<file path="config.mk">
export PLATFORM = sky130hd
export DESIGN_NAME = siso_frame_rx
export DESIGN_NICKNAME = d
export VERILOG_FILES = /design/src/rtl/siso_frame_pkg.sv /design/src/rtl/siso_rx_shifter.sv /design/src/rtl/siso_frame_rx.sv
export SDC_FILE = /design/constraint.sdc
export NUM_CORES = 1
export LEC_CHECK = 0
export CORE_UTILIZATION = 46
export DETAILED_ROUTE_END_ITERATION = 10
export GPL_TIMING_DRIVEN = 0
export PLACE_DENSITY_LB_ADDON = 0.3
export SYNTH_ARGS = -nofsm -noshare
export SYNTH_HDL_FRONTEND = slang
export SYNTH_SLANG_ARGS = --single-unit
export TNS_END_PERCENT = 5
</file>
<file path="constraint.sdc">
create_clock -name clk -period 1.2 [get_ports clk]
set_input_delay 0.24 -clock clk [delete_from_list [all_inputs] [get_ports clk]]
set_output_delay 0.24 -clock clk [all_outputs]
set_load 0.02 [all_outputs]
</file>
<file path="src/rtl/siso_frame_pkg.sv">
// siso_frame_pkg
//   Shared types and helpers for the single-bit serial frame receiver.
//   - rx_state_t     : receiver FSM state encoding
//   - DEFAULT_DATA_W : default number of data bits per frame
//   - MAX_DATA_W     : widest supported frame payload
//   - even_parity()  : XOR reduction of a zero-extended data word
package siso_frame_pkg;

  localparam int DEFAULT_DATA_W = 8;
  localparam int MAX_DATA_W     = 32;

  typedef enum logic [1:0] {
    IDLE   = 2'd0,
    DATA   = 2'd1,
    PARITY = 2'd2,
    STOP   = 2'd3
  } rx_state_t;

  // Callers zero-extend narrower words; the extra zeros do not change the XOR.
  function automatic logic even_parity(input logic [MAX_DATA_W-1:0] vec);
    return ^vec;
  endfunction

endpackage

</file>
<file path="src/rtl/siso_rx_shifter.sv">
// siso_rx_shifter
//   Data-bit shift register and bit counter for the frame receiver.
//   Bits enter at the LSB, so the first (MSB) bit ends up on top.
// Ports:
//   clk      : clock
//   reset    : asynchronous active-low reset
//   clear    : synchronous clear of shift register and counter
//   shift_en : shift bit_in in and advance the counter
//   bit_in   : serial bit to shift in
//   shift_q  : current shift register contents
//   done     : counter is at the last data bit (DATA_W-1)
module siso_rx_shifter
  import siso_frame_pkg::*;
#(
  parameter int DATA_W = DEFAULT_DATA_W
) (
  input  logic              clk,
  input  logic              reset,
  input  logic              clear,
  input  logic              shift_en,
  input  logic              bit_in,
  output logic [DATA_W-1:0] shift_q,
  output logic              done
);

  localparam int CNT_W = (DATA_W > 1) ? $clog2(DATA_W) : 1;
  localparam logic [CNT_W-1:0] LAST_CNT = CNT_W'(DATA_W - 1);

  logic [DATA_W-1:0] shift_r;
  logic [CNT_W-1:0]  cnt_r;

  // Shift register and saturating bit counter.
  always_ff @(posedge clk or negedge reset) begin
    if (!reset) begin
      shift_r <= '0;
      cnt_r   <= '0;
    end else if (clear) begin
      shift_r <= '0;
      cnt_r   <= '0;
    end else if (shift_en) begin
      shift_r <= {shift_r[DATA_W-2:0], bit_in};
      // Hold at the last index rather than wrapping.
      if (cnt_r != LAST_CNT) begin
        cnt_r <= cnt_r + CNT_W'(1);
      end
    end
  end

  assign shift_q = shift_r;
  assign done    = (cnt_r == LAST_CNT);

endmodule

</file>
<file path="src/rtl/siso_frame_rx.sv">
// siso_frame_rx
//   Deframes a 1-bit-per-clock serial stream: start bit (~IDLE_LVL),
//   DATA_W data bits MSB first, optional even-parity bit, stop bit
//   (IDLE_LVL). Received words are offered on a valid/ready port.
//   Optional feature macro: SISO_FRAME_RX_PARITY_EN (adds PARITY state
//   and the parity_err output).
// Ports:
//   clk        : clock, serial_in sampled on every rising edge
//   reset      : asynchronous active-low reset
//   serial_in  : serial line
//   data_out   : received word, stable while data_valid=1
//   data_valid : word available, held until accepted
//   data_ready : consumer accept
//   frame_err  : one-cycle pulse on a bad stop bit
//   overrun    : sticky, a good frame was dropped while data_valid=1
//   busy       : frame in progress
//   parity_err : (parity build only) one-cycle pulse on bad parity
module siso_frame_rx
  import siso_frame_pkg::*;
#(
  parameter int   DATA_W   = DEFAULT_DATA_W,
  parameter logic IDLE_LVL = 1'b0
) (
  input  logic              clk,
  input  logic              reset,
  input  logic              serial_in,
  output logic [DATA_W-1:0] data_out,
  output logic              data_valid,
  input  logic              data_ready,
  output logic              frame_err,
  output logic              overrun,
  output logic              busy
`ifdef SISO_FRAME_RX_PARITY_EN
  ,
  output logic              parity_err
`endif
);

  rx_state_t         state_r, state_nxt_s;
  logic              clear_s, shift_en_s, done_s;
  logic [DATA_W-1:0] shift_q_s;
  logic              stop_ok_s, par_ok_s;

  logic [DATA_W-1:0] data_out_r, data_out_nxt_s;
  logic              data_valid_r, data_valid_nxt_s;
  logic              frame_err_r, frame_err_nxt_s;
  logic              overrun_r, overrun_nxt_s;
  logic              busy_r;

  siso_rx_shifter #(.DATA_W(DATA_W)) u_shifter (
    .clk      (clk),
    .reset    (reset),
    .clear    (clear_s),
    .shift_en (shift_en_s),
    .bit_in   (serial_in),
    .shift_q  (shift_q_s),
    .done     (done_s)
  );

  assign stop_ok_s = (serial_in == IDLE_LVL);

`ifdef SISO_FRAME_RX_PARITY_EN
  logic parity_bit_r;
  logic parity_err_r, parity_err_nxt_s;

  // Captures the parity bit while the FSM sits in PARITY.
  always_ff @(posedge clk or negedge reset) begin
    if (!reset) begin
      parity_bit_r <= 1'b0;
    end else if (state_r == PARITY) begin
      parity_bit_r <= serial_in;
    end
  end

  assign par_ok_s = ((even_parity(MAX_DATA_W'(shift_q_s)) ^ parity_bit_r) == 1'b0);
`else
  assign par_ok_s = 1'b1;
`endif

  // Next-state logic and shifter control.
  always_comb begin
    state_nxt_s = state_r;
    clear_s     = 1'b0;
    shift_en_s  = 1'b0;
    case (state_r)
      IDLE: begin
        // Keep the shifter clean so an aborted frame leaves nothing behind.
        clear_s = 1'b1;
        if (serial_in == ~IDLE_LVL) begin
          state_nxt_s = DATA;
        end else begin
          state_nxt_s = IDLE;
        end
      end
      DATA: begin
        shift_en_s = 1'b1;
        if (done_s) begin
`ifdef SISO_FRAME_RX_PARITY_EN
          state_nxt_s = PARITY;
`else
          state_nxt_s = STOP;
`endif
        end else begin
          state_nxt_s = DATA;
        end
      end
      PARITY: begin
`ifdef SISO_FRAME_RX_PARITY_EN
        state_nxt_s = STOP;
`else
        state_nxt_s = IDLE;
`endif
      end
      STOP: begin
        state_nxt_s = IDLE;
      end
      default: begin
        state_nxt_s = IDLE;
      end
    endcase
  end

  // Output-register next values: word store, handshake, error flags.
  always_comb begin
    data_out_nxt_s   = data_out_r;
    // An accept frees the slot; data_ready means nothing while valid is low.
    data_valid_nxt_s = data_valid_r & ~data_ready;
    frame_err_nxt_s  = 1'b0;
    overrun_nxt_s    = overrun_r;
`ifdef SISO_FRAME_RX_PARITY_EN
    parity_err_nxt_s = 1'b0;
`endif
    if (state_r == STOP) begin
      if (!stop_ok_s) begin
        frame_err_nxt_s = 1'b1;
      end else begin
        frame_err_nxt_s = 1'b0;
      end
`ifdef SISO_FRAME_RX_PARITY_EN
      if (!par_ok_s) begin
        parity_err_nxt_s = 1'b1;
      end else begin
        parity_err_nxt_s = 1'b0;
      end
`endif
      if (stop_ok_s && par_ok_s) begin
        // Slot is free if empty or being accepted on this same edge.
        if (!data_valid_r || data_ready) begin
          data_out_nxt_s   = shift_q_s;
          data_valid_nxt_s = 1'b1;
        end else begin
          overrun_nxt_s = 1'b1;
        end
      end else begin
        data_out_nxt_s = data_out_r;
      end
    end else begin
      frame_err_nxt_s = 1'b0;
    end
  end

  // State and output registers.
  always_ff @(posedge clk or negedge reset) begin
    if (!reset) begin
      state_r      <= IDLE;
      data_out_r   <= '0;
      data_valid_r <= 1'b0;
      frame_err_r  <= 1'b0;
      overrun_r    <= 1'b0;
      busy_r       <= 1'b0;
`ifdef SISO_FRAME_RX_PARITY_EN
      parity_err_r <= 1'b0;
`endif
    end else begin
      state_r      <= state_nxt_s;
      data_out_r   <= data_out_nxt_s;
      data_valid_r <= data_valid_nxt_s;
      frame_err_r  <= frame_err_nxt_s;
      overrun_r    <= overrun_nxt_s;
      busy_r       <= (state_nxt_s != IDLE);
`ifdef SISO_FRAME_RX_PARITY_EN
      parity_err_r <= parity_err_nxt_s;
`endif
    end
  end

  assign data_out   = data_out_r;
  assign data_valid = data_valid_r;
  assign frame_err  = frame_err_r;
  assign overrun    = overrun_r;
  assign busy       = busy_r;
`ifdef SISO_FRAME_RX_PARITY_EN
  assign parity_err = parity_err_r;
`endif

endmodule

</file>
Word-level counts from Yosys, hierarchy flattened
Cells that the tools add are included.

Reductions and logical operators: 10. Add/subtract/negate cells: 1. Equal/unequal tests: 5. Muxes and demuxes: 15. Bitwise gates (word level): 4.

Operators with widths (count): 2-to-1 mux 8 bit (2); 2-to-1 mux 3 bit (3); 2-to-1 mux 1 bit (8); one-hot mux 2 bit (3 select lines) (1); AND reduction 3 bit (2); nonzero test 2 bit (3); equality test 2 bit, second input constant (2); adder 3 x 1 -> 3 bit, second input constant (1); equality test 3 bit, second input constant (1); != test 3 bit, second input constant (1); NOT 1 bit (3); equality test 2 x 1 -> 1 bit, second input constant (1); logical NOT 2 bit (1); 2-to-1 mux 2 bit (1); AND reduction 2 bit (1); OR reduction 2 bit (1); bitwise AND 1 bit (1); logical NOT 1 bit (1); logical OR 1 bit (1).

Input bits: 4. Flip-flop bits (word level): 25. Logic and storage cells: 43.

Logic depth before layout (Yosys ltp)
Depth in word-level cells: 5. Mapped depth: 5. Depth with buffers taken out: 5.

Modules after synthesis
From an unflattened synthesis, not the netlist that was laid out.

Cell total of the unflattened synthesis: 76. Area total of the unflattened synthesis: 1097.3 µm².

By module, submodules not included: siso_frame_rx (times used 1, seq. area each 350.3 µm², cells each 35, area each 578.1 µm²); siso_rx_shifter (times used 1, seq. area each 275.3 µm², cells each 41, area each 519.2 µm²).

Worst setup path before layout
Ideal clock, no wire load.

Path kind: reg2reg. Start point: register u_shifter.cnt_r[0]. End point: register u_shifter.cnt_r[0]. Cell stages (with the launch flop): 5. Path buffers: 0. Library setup time: 121 ps. Path slack: -127 ps. Period minus slack after synthesis: 1327 ps. Arrival time: 1206 ps. Cell sequence: dfrtp_1 -> ha_1 -> ha_1 -> mux2_2 -> a22o_1.

Cells in the longest elaborated chain, start to end: 4.

RTL lines: from (decl) (line siso_rx_shifter.sv:30) `logic [CNT_W-1:0] cnt_r;`; from (signal assigned) (line siso_rx_shifter.sv:44) `cnt_r <= cnt_r + CNT_W'(1);`; adder 3 x 1 -> 3 bit (line siso_rx_shifter.sv:44); 2-to-1 mux 3 bit (line siso_rx_shifter.sv:43) `if (cnt_r != LAST_CNT) begin`; 2-to-1 mux 3 bit (line siso_rx_shifter.sv:40) `end else if (shift_en) begin`; 2-to-1 mux 3 bit (line siso_rx_shifter.sv:37) `end else if (clear) begin`.

Several ways; a longest one is shown, not always the timed one. The select of a mux whose other input is x is not followed. A chain may end at the register's enable or synchronous reset.

Worst setup path after layout
Start point: register u_shifter.cnt_r[1]. End point: register u_shifter.cnt_r[0].

Cells in the longest elaborated chain, start to end: 3.

RTL lines (line): != test 3 bit (siso_rx_shifter.sv:43); nonzero test 2 bit (no source line); AND reduction 2 bit (no source line).

No other way between the ends.

==> metrics.txt <==
Synth Register Bits=25; Worst R2R Setup Slack=-0.12 ns; RePlAce Congestion=0.682; Internal Power=2080 uW; Comb power frac=44.2%; max-slew violations=0; critical path class=reg2reg; HPWL after DPL=1090 um; slowest CP cell=dfrtp_1; fraction of power consumed by sequential logic=44.5%; worst-margin pin slew=1.06 ns; post-synthesis cell type with the largest combined area=dfrtp_1; Syn Inst Count=69; unrepaired setup endpoints after global routing=yes; mux share of post-synthesis cell area=12.7%; DRC viols=0; cell family with most CP delay=flip-flops; Clock Path Buffers=2; CTS Sinks=25; GRT overflow=0; die height=49.4 um; WHS=0.191 ns; ports placed on the boundary=16; row cnt=16; Max VDD drop=1320 uV; Pleak=0.000627 uW; warnings from Yosys=0; Synth Area in Simple Gates=8.97%; largest family of logic cells by synthesized area=multiplexers; worst path buffer plus inverter count=0; Routed WL=1620 um; Worst R2R Start=u_shifter.cnt_r[1]; # fillers=186; Net Sw Power=1100 uW; setup violators final=11; Clock Latency Late Sink=0.31 ns; Post-Syn Area=1030 sq um; H-Tree Level Count=1; commonest non-fill, non-tap cell in the layout=dfrtp_1; synth unique cells=19; Fmax=760 MHz; top post-synthesis cells by area=dfrtp_1, mux2_4, a22o_1; Post-Layout Cell Count=118; Pwr Total=3170 uW; antenna cells=0; Reg2Reg Depth=5; Final min period=1.32 ns; CTS root buf=clkbuf_4; Syn-to-layout area delta=19.0%; top cell type's share of synthesized area=60.6%; Worst setup SP type=flip-flop; Core Region=2040 sq um; final worst slack=-0.115 ns; Hold-fix buffers, CTS=0; proportion of layout cells with a drive suffix above 1=41.8%; DRT Pass-1 Iters=3; Pwr Density=2580 nW/um^2; pin count of the biggest net entering global routing=26; port buffer count=15; period utilisation layout=110%; Synth Area in Compound Gates=11.0%; DP Worst Slack=-0.477 ns; GRT Util Overall=14.1%; Data arrival, critical path=1.53 ns; Avg Cell Area, Syn=15.0 sq um; Max Cap Viol=0; outcome=complete, but fails checks; CP max FO=5; CTS Buf Count=3; WP data required=1.41 ns; layout net count=98; failing checks=setup timing; Synth Area in XOR/XNOR=0%; total die area=2440 sq um; CTS clk-pin slew, worst paths=0.13 ns; post-synthesis sequential area ratio=60.6%; CP Capture Type=flip-flop; DRT antenna net count=0; slowest stage delay, CP=0.38 ns; DR vias=598; r2r endpoint=u_shifter.cnt_r[0]; first-pass GRT wire length=2560 um; syn_nets=75; Hold Violations, Final=0; critical-path cell list=ha_2 > ha_4 > nor2_2 > mux2_2 > a22o_1; initial antenna violation count=0; Initial Utilization=50.6%; proportion of power drawn by the clock network=11.3%; Worst slew margin=29.6%; hold crit path type=in2async; DR iter-0 viols=6; placed instance count=111; CTS tree=yes; die width=49.4 um; skew final=0.00197 ns; Adder-Cell Fraction of Synth Area=2.42%; number of global-route vias before repair=570; drt via density=5.07; Net Sw Frac=34.6%; most frequent cells in the layout=dfrtp_1, buf_2, a22o_1; DR WL/cell=13.7 um
-- power by group through the flow --
stage | clock network [uW] | registers, uW | logic [uW]
2_1_floorplan | 0 | 1600 | 808
3_3_place_gp | 0 | 1430 | 1430
3_5_place_dp | 0 | 1450 | 1480
4_1_cts | 374 | 1410 | 1410
5_1_grt | 403 | 1460 | 1520
6_report | 360 | 1410 | 1400
-- worst max-delay path by stage --
stage	start	to	slack, ns	cells after the start
after global routing	u_shifter.cnt_r[1]	u_shifter.cnt_r[0]	-0.15	5
after CTS	u_shifter.cnt_r[1]	u_shifter.cnt_r[0]	-0.11	5
final	u_shifter.cnt_r[1]	u_shifter.cnt_r[0]	-0.12	5
after detailed placement	reset	data_valid	-0.48	1
after global placement	reset	data_valid	-0.46	1
after floorplan	u_shifter.cnt_r[1]	u_shifter.cnt_r[0]	-0.06	4
-- routing by layer --
layer / wire length, um / track usage (%) / vias to the layer above / share of wire, %
met5: 0 / 0 / - / 0
met2: 765 / 23.1 / 13 / 47
met4: 8 / 4.29 / 0 / 0.49
met3: 57 / 3.12 / 2 / 3.5
met1: 790 / 18.7 / 293 / 49
li1: - / - / 290 / -
-- worst reg2reg max path, cell delays in order, from the launching register on --
cell and delay, ns:
dfrtp_1 0.38, ha_2 0.20, ha_4 0.16, nor2_2 0.05, mux2_2 0.25, a22o_1 0.18
-- cells in the mapped netlist --
| master | count |
|---|---|
| nand2_1 | 5 |
| mux2_4 | 8 |
| nor2b_4 | 1 |
| and2_1 | 1 |
| ha_1 | 2 |
| nand3b_4 | 1 |
| nor2_1 | 4 |
| o21ai_0 | 2 |
| and3_1 | 1 |
| o21bai_1 | 1 |
| nand2b_1 | 1 |
| buf_4 | 1 |
| dfrtp_1 | 25 |
| nor2b_1 | 1 |
| buf_6 | 1 |
| mux2_2 | 1 |
| buf_2 | 1 |
| buf_12 | 1 |
| a22o_1 | 11 |
-- flip-flops by register name, indices dropped and copies added (netlist names) --
signal and count:
data_out 8, busy 1, data_valid 1, u_shifter.shift_q 8, frame_err 1, u_shifter.cnt_r 3
state_r 2, overrun 1
-- logic make-up after synthesis --
family | Yosys count
buffers and inverters | 4
DFF | 25
muxes | 9
adders and majority gates | 2
and+or+nand+nor | 15
AOI/OAI and AO/OA | 14
-- area by class of cell --
cell class	count	area (sq um)	share of cell area, %
well taps	27	33.8	2.75
clock buffers	3	22.5	1.83
repair buffers	18	113	9.16
clock inverters	1	5.00	0.407
flip-flops and latches	25	627	51.0
plain buffers	4	47.5	3.87
multi-input cells	40	380	31.0
-- per-stage QoR --
step / utilization, % / instance area [sq um] / setup TNS, ns
4_1_cts: 60.5 / 1230 / -0.933
3_5_place_dp: 60.4 / 1230 / -13.51
3_3_place_gp: 60.4 / 1230 / -12.72
2_1_floorplan: - / 1050 / -0.485
6_report: 60.2 / 1230 / -0.932
5_1_grt: 60.2 / 1230 / -1.74
-- timing repair --
item                       in CTS  in global routing
setup endpoints to repair      48                 22
pin swaps                       2                  0
resized for setup              47                  5
setup buffers                   2                  1
(Power assumes the default switching activity.)
